**src/rtl/prog_sequencer.sv**
```systemverilog
// Run controller for the instruction-fetch PC: launches each benchmark program
// at its base address, waits for Halt (or a cycle limit) and reports Done.
module prog_sequencer #(
  parameter int PC_W       = 10,
  parameter int NUM_PROG   = 3,
  parameter int PROG0_BASE = 0,
  parameter int PROG1_BASE = 256,
  parameter int PROG2_BASE = 512,
  parameter int PROG3_BASE = 768,
  parameter int CYC_W      = 16,
  parameter int MAX_CYC    = 65535
) (
  input  logic             clk,
  input  logic             Reset,
  input  logic             Start,
  input  logic             Halt,
  output logic             fetch_hold,
  output logic             fetch_jump,
  output logic [PC_W-1:0]  fetch_target,
  output logic             Done,
  output logic             timeout,
  output logic [1:0]       prog_id,
  output logic [CYC_W-1:0] cycle_cnt
);

  typedef enum logic [2:0] {IDLE, ARMED, LAUNCH, RUN, DONE} state_t;

  localparam logic [CYC_W-1:0] MAX_CNT   = CYC_W'(MAX_CYC);
  localparam logic [CYC_W-1:0] CNT_ONE   = CYC_W'(1);
  localparam logic [1:0]       LAST_PROG = 2'(NUM_PROG - 1);

  state_t           state, state_nxt;
  logic [1:0]       prog_nxt;
  logic [CYC_W-1:0] cnt_nxt;
  logic             timeout_nxt;

  function automatic logic [PC_W-1:0] base_of(input logic [1:0] id);
    case (id)
      2'd0:    base_of = PC_W'(PROG0_BASE);
      2'd1:    base_of = PC_W'(PROG1_BASE);
      2'd2:    base_of = PC_W'(PROG2_BASE);
      default: base_of = PC_W'(PROG3_BASE);
    endcase
  endfunction

  always_comb begin
    state_nxt   = state;
    prog_nxt    = prog_id;
    cnt_nxt     = cycle_cnt;
    timeout_nxt = timeout;
    case (state)
      IDLE: begin
        if (Start) begin
          state_nxt   = ARMED;
          cnt_nxt     = '0;
          timeout_nxt = 1'b0;
        end
      end
      ARMED: begin
        if (!Start) state_nxt = LAUNCH;
      end
      LAUNCH: begin
        state_nxt = RUN;
        cnt_nxt   = CNT_ONE;
      end
      RUN: begin
        // Halt beats both the limit and an abort request in the same cycle
        if (Halt) begin
          state_nxt = DONE;
          if (cycle_cnt < MAX_CNT) cnt_nxt = cycle_cnt + CNT_ONE;
        end else if (cycle_cnt >= MAX_CNT) begin
          state_nxt   = DONE;
          timeout_nxt = 1'b1;
        end else if (Start) begin
          state_nxt   = ARMED;
          cnt_nxt     = '0;
          timeout_nxt = 1'b0;
        end else begin
          cnt_nxt = cycle_cnt + CNT_ONE;
        end
      end
      DONE: begin
        if (Start) begin
          state_nxt   = ARMED;
          cnt_nxt     = '0;
          timeout_nxt = 1'b0;
          prog_nxt    = (prog_id == LAST_PROG) ? 2'd0 : prog_id + 2'd1;
        end
      end
      default: state_nxt = IDLE;
    endcase
  end

  // Outputs are decoded from the next state so every port comes straight off a flop
  always_ff @(posedge clk or negedge Reset) begin
    if (!Reset) begin
      state        <= IDLE;
      prog_id      <= 2'd0;
      cycle_cnt    <= '0;
      timeout      <= 1'b0;
      Done         <= 1'b0;
      fetch_hold   <= 1'b1;
      fetch_jump   <= 1'b0;
      fetch_target <= '0;
    end else begin
      state        <= state_nxt;
      prog_id      <= prog_nxt;
      cycle_cnt    <= cnt_nxt;
      timeout      <= timeout_nxt;
      Done         <= (state_nxt == DONE);
      fetch_hold   <= !((state_nxt == LAUNCH) || (state_nxt == RUN));
      fetch_jump   <= (state_nxt == LAUNCH);
      fetch_target <= (state_nxt == LAUNCH) ? base_of(prog_nxt) : '0;
    end
  end

endmodule

```
**config.mk**
```make
export PLATFORM = sky130hd
export DESIGN_NAME = prog_sequencer
export DESIGN_NICKNAME = d
export VERILOG_FILES = /design/src/rtl/prog_sequencer.sv
export SDC_FILE = /design/constraint.sdc
export NUM_CORES = 1
export LEC_CHECK = 0
export ABC_AREA = 1
export CORE_MARGIN = 3
export CORE_UTILIZATION = 30
export DETAILED_ROUTE_END_ITERATION = 8
export GPL_TIMING_DRIVEN = 0
export SLEW_MARGIN = 10
export SYNTH_ARGS = -nofsm -noshare
export SYNTH_HDL_FRONTEND = slang
export SYNTH_SLANG_ARGS = --single-unit
```
**constraint.sdc**
```tcl
create_clock -name clk -period 5.2 [get_ports clk]
set_input_delay 1.04 -clock clk [delete_from_list [all_inputs] [get_ports clk]]
set_output_delay 1.04 -clock clk [all_outputs]
set_load 0.05 [all_outputs]
```
==> results of run 1 <==
==> power by group through the flow <==
| stage | Combinational [µW] | Clock, µW | Sequential [µW] |
|---|---|---|---|
| 2_1_floorplan | 200 | 0 | 390 |
| 3_3_place_gp | 408 | 0 | 288 |
| 3_5_place_dp | 411 | 0 | 288 |
| 4_1_cts | 412 | 131 | 284 |
| 5_1_grt | 443 | 142 | 288 |
| 6_report | 407 | 124 | 284 |
==> metrics by stage <==
step	total power, µW	worst slack [ns]	hold WS (ns)
6_report	815	2.49	0.549
3_3_place_gp	696	2.65	0.524
4_1_cts	827	2.47	0.550
5_1_grt	873	2.43	0.604
3_5_place_dp	699	2.61	0.521
2_1_floorplan	590	3.13	0.538
==> cells in the mapped netlist <==
cell type / number
xor2_1: 1
buf_4: 8
buf_2: 2
o21ai_2: 7
o21ai_1: 4
nand2_1: 47
conb_1: 1
ha_1: 1
nand3_2: 2
nand2_2: 5
nand2_4: 2
nand2_8: 1
nand3_1: 17
buf_6: 1
nor2_8: 1
inv_4: 1
nor3_1: 2
o22ai_1: 1
o2111ai_1: 5
nand4_1: 8
a21oi_1: 15
clkinv_1: 2
nor2_1: 21
dfrtp_1: 26
nor2_2: 1
clkbuf_1: 1
and2_1: 2
nor2_4: 2
inv_2: 8
o21ai_0: 4
inv_1: 20
dfstp_2: 1
==> state kept, by name, summed over array words and instances, names as in the netlist <==
signal,cells
cycle_cnt,16
state,3
fetch_target,2
prog_id,2
Done,1
fetch_hold,1
fetch_jump,1
timeout,1
==> cells in the final DEF, fill, tap and decap left out, types with 5 or more instances in the layout <==
cell type	instances
clkdlybuf4s50_1	24
a21oi_1	15
o21ai_2	7
nand2_1	47
nand3_1	17
buf_4	8
nand4_1	8
nor2_1	21
inv_1	20
dfrtp_1	26
inv_2	8
conb_1	8
o2111ai_1	5
nand2_2	5
==> metal layers <==
layer / routed length (µm) / vias to the layer above
met1: 1850 / 674
met2: 1820 / 39
met3: 214 / 2
met5: 0 / -
li1: - / 776
met4: 14 / 0
==> logic make-up (layout without fill, tap and decap cells) <==
group / count (synthesis) / count (layout) / synth area share
AO/OA/AOI/OAI: 36 / 36 / 0.134
XOR/XNOR: 1 / 1 / 0.00519
adder cells (fa/ha/maj): 1 / 1 / 0.00741
buffers and inverters: 43 / 72 / 0.121
flip-flops: 27 / 27 / 0.401
other: 1 / 8 / 0.00222
AND/OR/NAND/NOR: 111 / 111 / 0.329
==> final timing paths <==
check,cells past startpoint,end,startpoint
worst max-delay path,1,cycle_cnt[0],cycle_cnt[0]
worst min-delay path,2,timeout,timeout
worst max register to register,11,cycle_cnt[11],cycle_cnt[0]
worst min register to register,2,timeout,timeout
max in group asynchronous,1,cycle_cnt[14],Reset
min in group asynchronous,1,state[2],Reset
==> cell type report <==
type / count / area [µm²] / area share
Inverter: 31 / 119 / 0.0567
Clock buffer: 3 / 41.3 / 0.0197
Multi-Input combinational cell: 157 / 833 / 0.398
Timing Repair Buffer: 25 / 245 / 0.117
Sequential cell: 27 / 677 / 0.323
Buffer: 12 / 85.1 / 0.0406
Tap cell: 70 / 87.6 / 0.0418
Clock inverter: 1 / 7.51 / 0.00358
==> impl_metrics.json, run 1 <==
{
  "end_kind": "primary output",
  "finalClockSkew_ns": 0.00359,
  "dieWidth_um": 81.0,
  "wl_per_cell_um": 12.0,
  "clock_path_buffers": 2,
  "num_rows": 26,
  "via_count": 1491,
  "die_h_um": 81.0,
  "die-area_um2": 6560,
  "ys.warnings.count": 0,
  "drive_above_1_share": 0.184,
  "h-tree-depth": 1,
  "fin_area_um2": 2100,
  "relSlewSlack": 0.588,
  "via_per_inst": 4.57,
  "syn_area_um2": 1690,
  "grt-ovfl-total": 0,
  "required_ns": 4.16,
  "use_met3": 0.0255,
  "r2r_setup_slack_ns": 3.22,
  "start_kind": "flop",
  "grt_most_used_layer": "met2",
  "grt_pass1_wl_um": 6490,
  "synthTopCellsByArea": "dfrtp_1, nand2_1, nand3_1, nor2_1, a21oi_1",
  "cts_tree": "built",
  "clockRootBuffer": "clkbuf_8",
  "drv_slew": 0,
  "use_met2": 0.216,
  "portBuffers": 25,
  "antenna_cells": 0,
  "final_cells": 326,
  "finalSetupTns_ns": 0,
  "clock_power_share": 0.152,
  "path_buf_inv": 1,
  "syn_to_final_growth_pct": 24.2,
  "rsz0062_at_grt": "no",
  "crit_fanout": 8,
  "grtUsageMet1": 0.169,
  "io_pins": 36,
  "finalSetupViolations": 0,
  "crit_arrival_ns": 1.67,
  "place_hpwl_um": 2980,
  "status": "completed",
  "drtAntennaViolNets": 0,
  "cts_sinks": 27,
  "peakVddDrop_mv": 0.204,
  "internal_power_uw": 427,
  "max_freq_mhz": 369,
  "period_needed_ns": 2.71,
  "drt-initial-drc-count": 61,
  "clock_latency_ns": 0.27,
  "cpLargestDelayFamily": "buffers and inverters",
  "post-route-period-util": 0.522,
  "dpl.cell_count": 322,
  "syn_avg_cell_area_um2": 7.67,
  "start_util": 0.320,
  "p_leak_uw": 0.000946,
  "synth_cells": 220,
  "drc": 0,
  "dpl_cell_area_um2": 2050,
  "antenna_found_initial": 0,
  "clkTransAtPathRegs_ns": 0.10,
  "cts-resized-gates": 0,
  "cts_made_buffers": 3,
  "gp_congestion": 0.833,
  "path_cells": "clkdlybuf4s50_1",
  "maxCapViolations": 0,
  "yosysSeqAreaShare": 0.401,
  "dr.pass1.iters": 4,
  "min_path_type": "flop to flop",
  "p_sw_uw": 388,
  "core_area_um2": 5270,
  "p_seq_frac": 0.348,
  "yosysTopAreaCell": "dfrtp_1",
  "synth_seq_cells": 27,
  "fin_util": 0.398,
  "yosys.area.top_type_share": 0.385,
  "grtUsageTotal": 0.126,
  "nNetsFinal": 262,
  "wirelength_um": 3900,
  "power.share.switching": 0.476,
  "crit_path_top_delay_cell": "clkdlybuf4s50_1",
  "grt_max_degree": 28,
  "combPwrFrac": 0.500,
  "crit_type": "flop to primary output",
  "power_density_nw_per_um2": 389,
  "num-fill-cells": 566,
  "ctsHoldBuffers": 0,
  "synth_cell_types": 32,
  "cts_setup_buffers": 0,
  "grt_pass1_vias": 1369,
  "finalHoldViolCount": 0,
  "worstMarginPinSlew_ns": 0.617,
  "slowest_delay_ns": 0.87
}
Note: power is estimated with default switching activity, not from simulation.
==> run 2: changes to the inputs <==
clock period = 2.2 ns   (was 5.2 ns; I/O delays follow)
==> results of run 2 <==
Same layout as run 1 (identical final DEF). Status: completed.
Among the figures that moved: setup slack after placement 2.61 ns -> 0.209 ns; setup slack after layout 2.49 ns -> 0.0867 ns; hold slack 0.549 ns -> 0.162 ns; register-to-register setup slack 3.22 ns -> 0.22 ns; total power 815 µW -> 1930 µW; worst IR drop on VDD 0.204 mV -> 0.483 mV
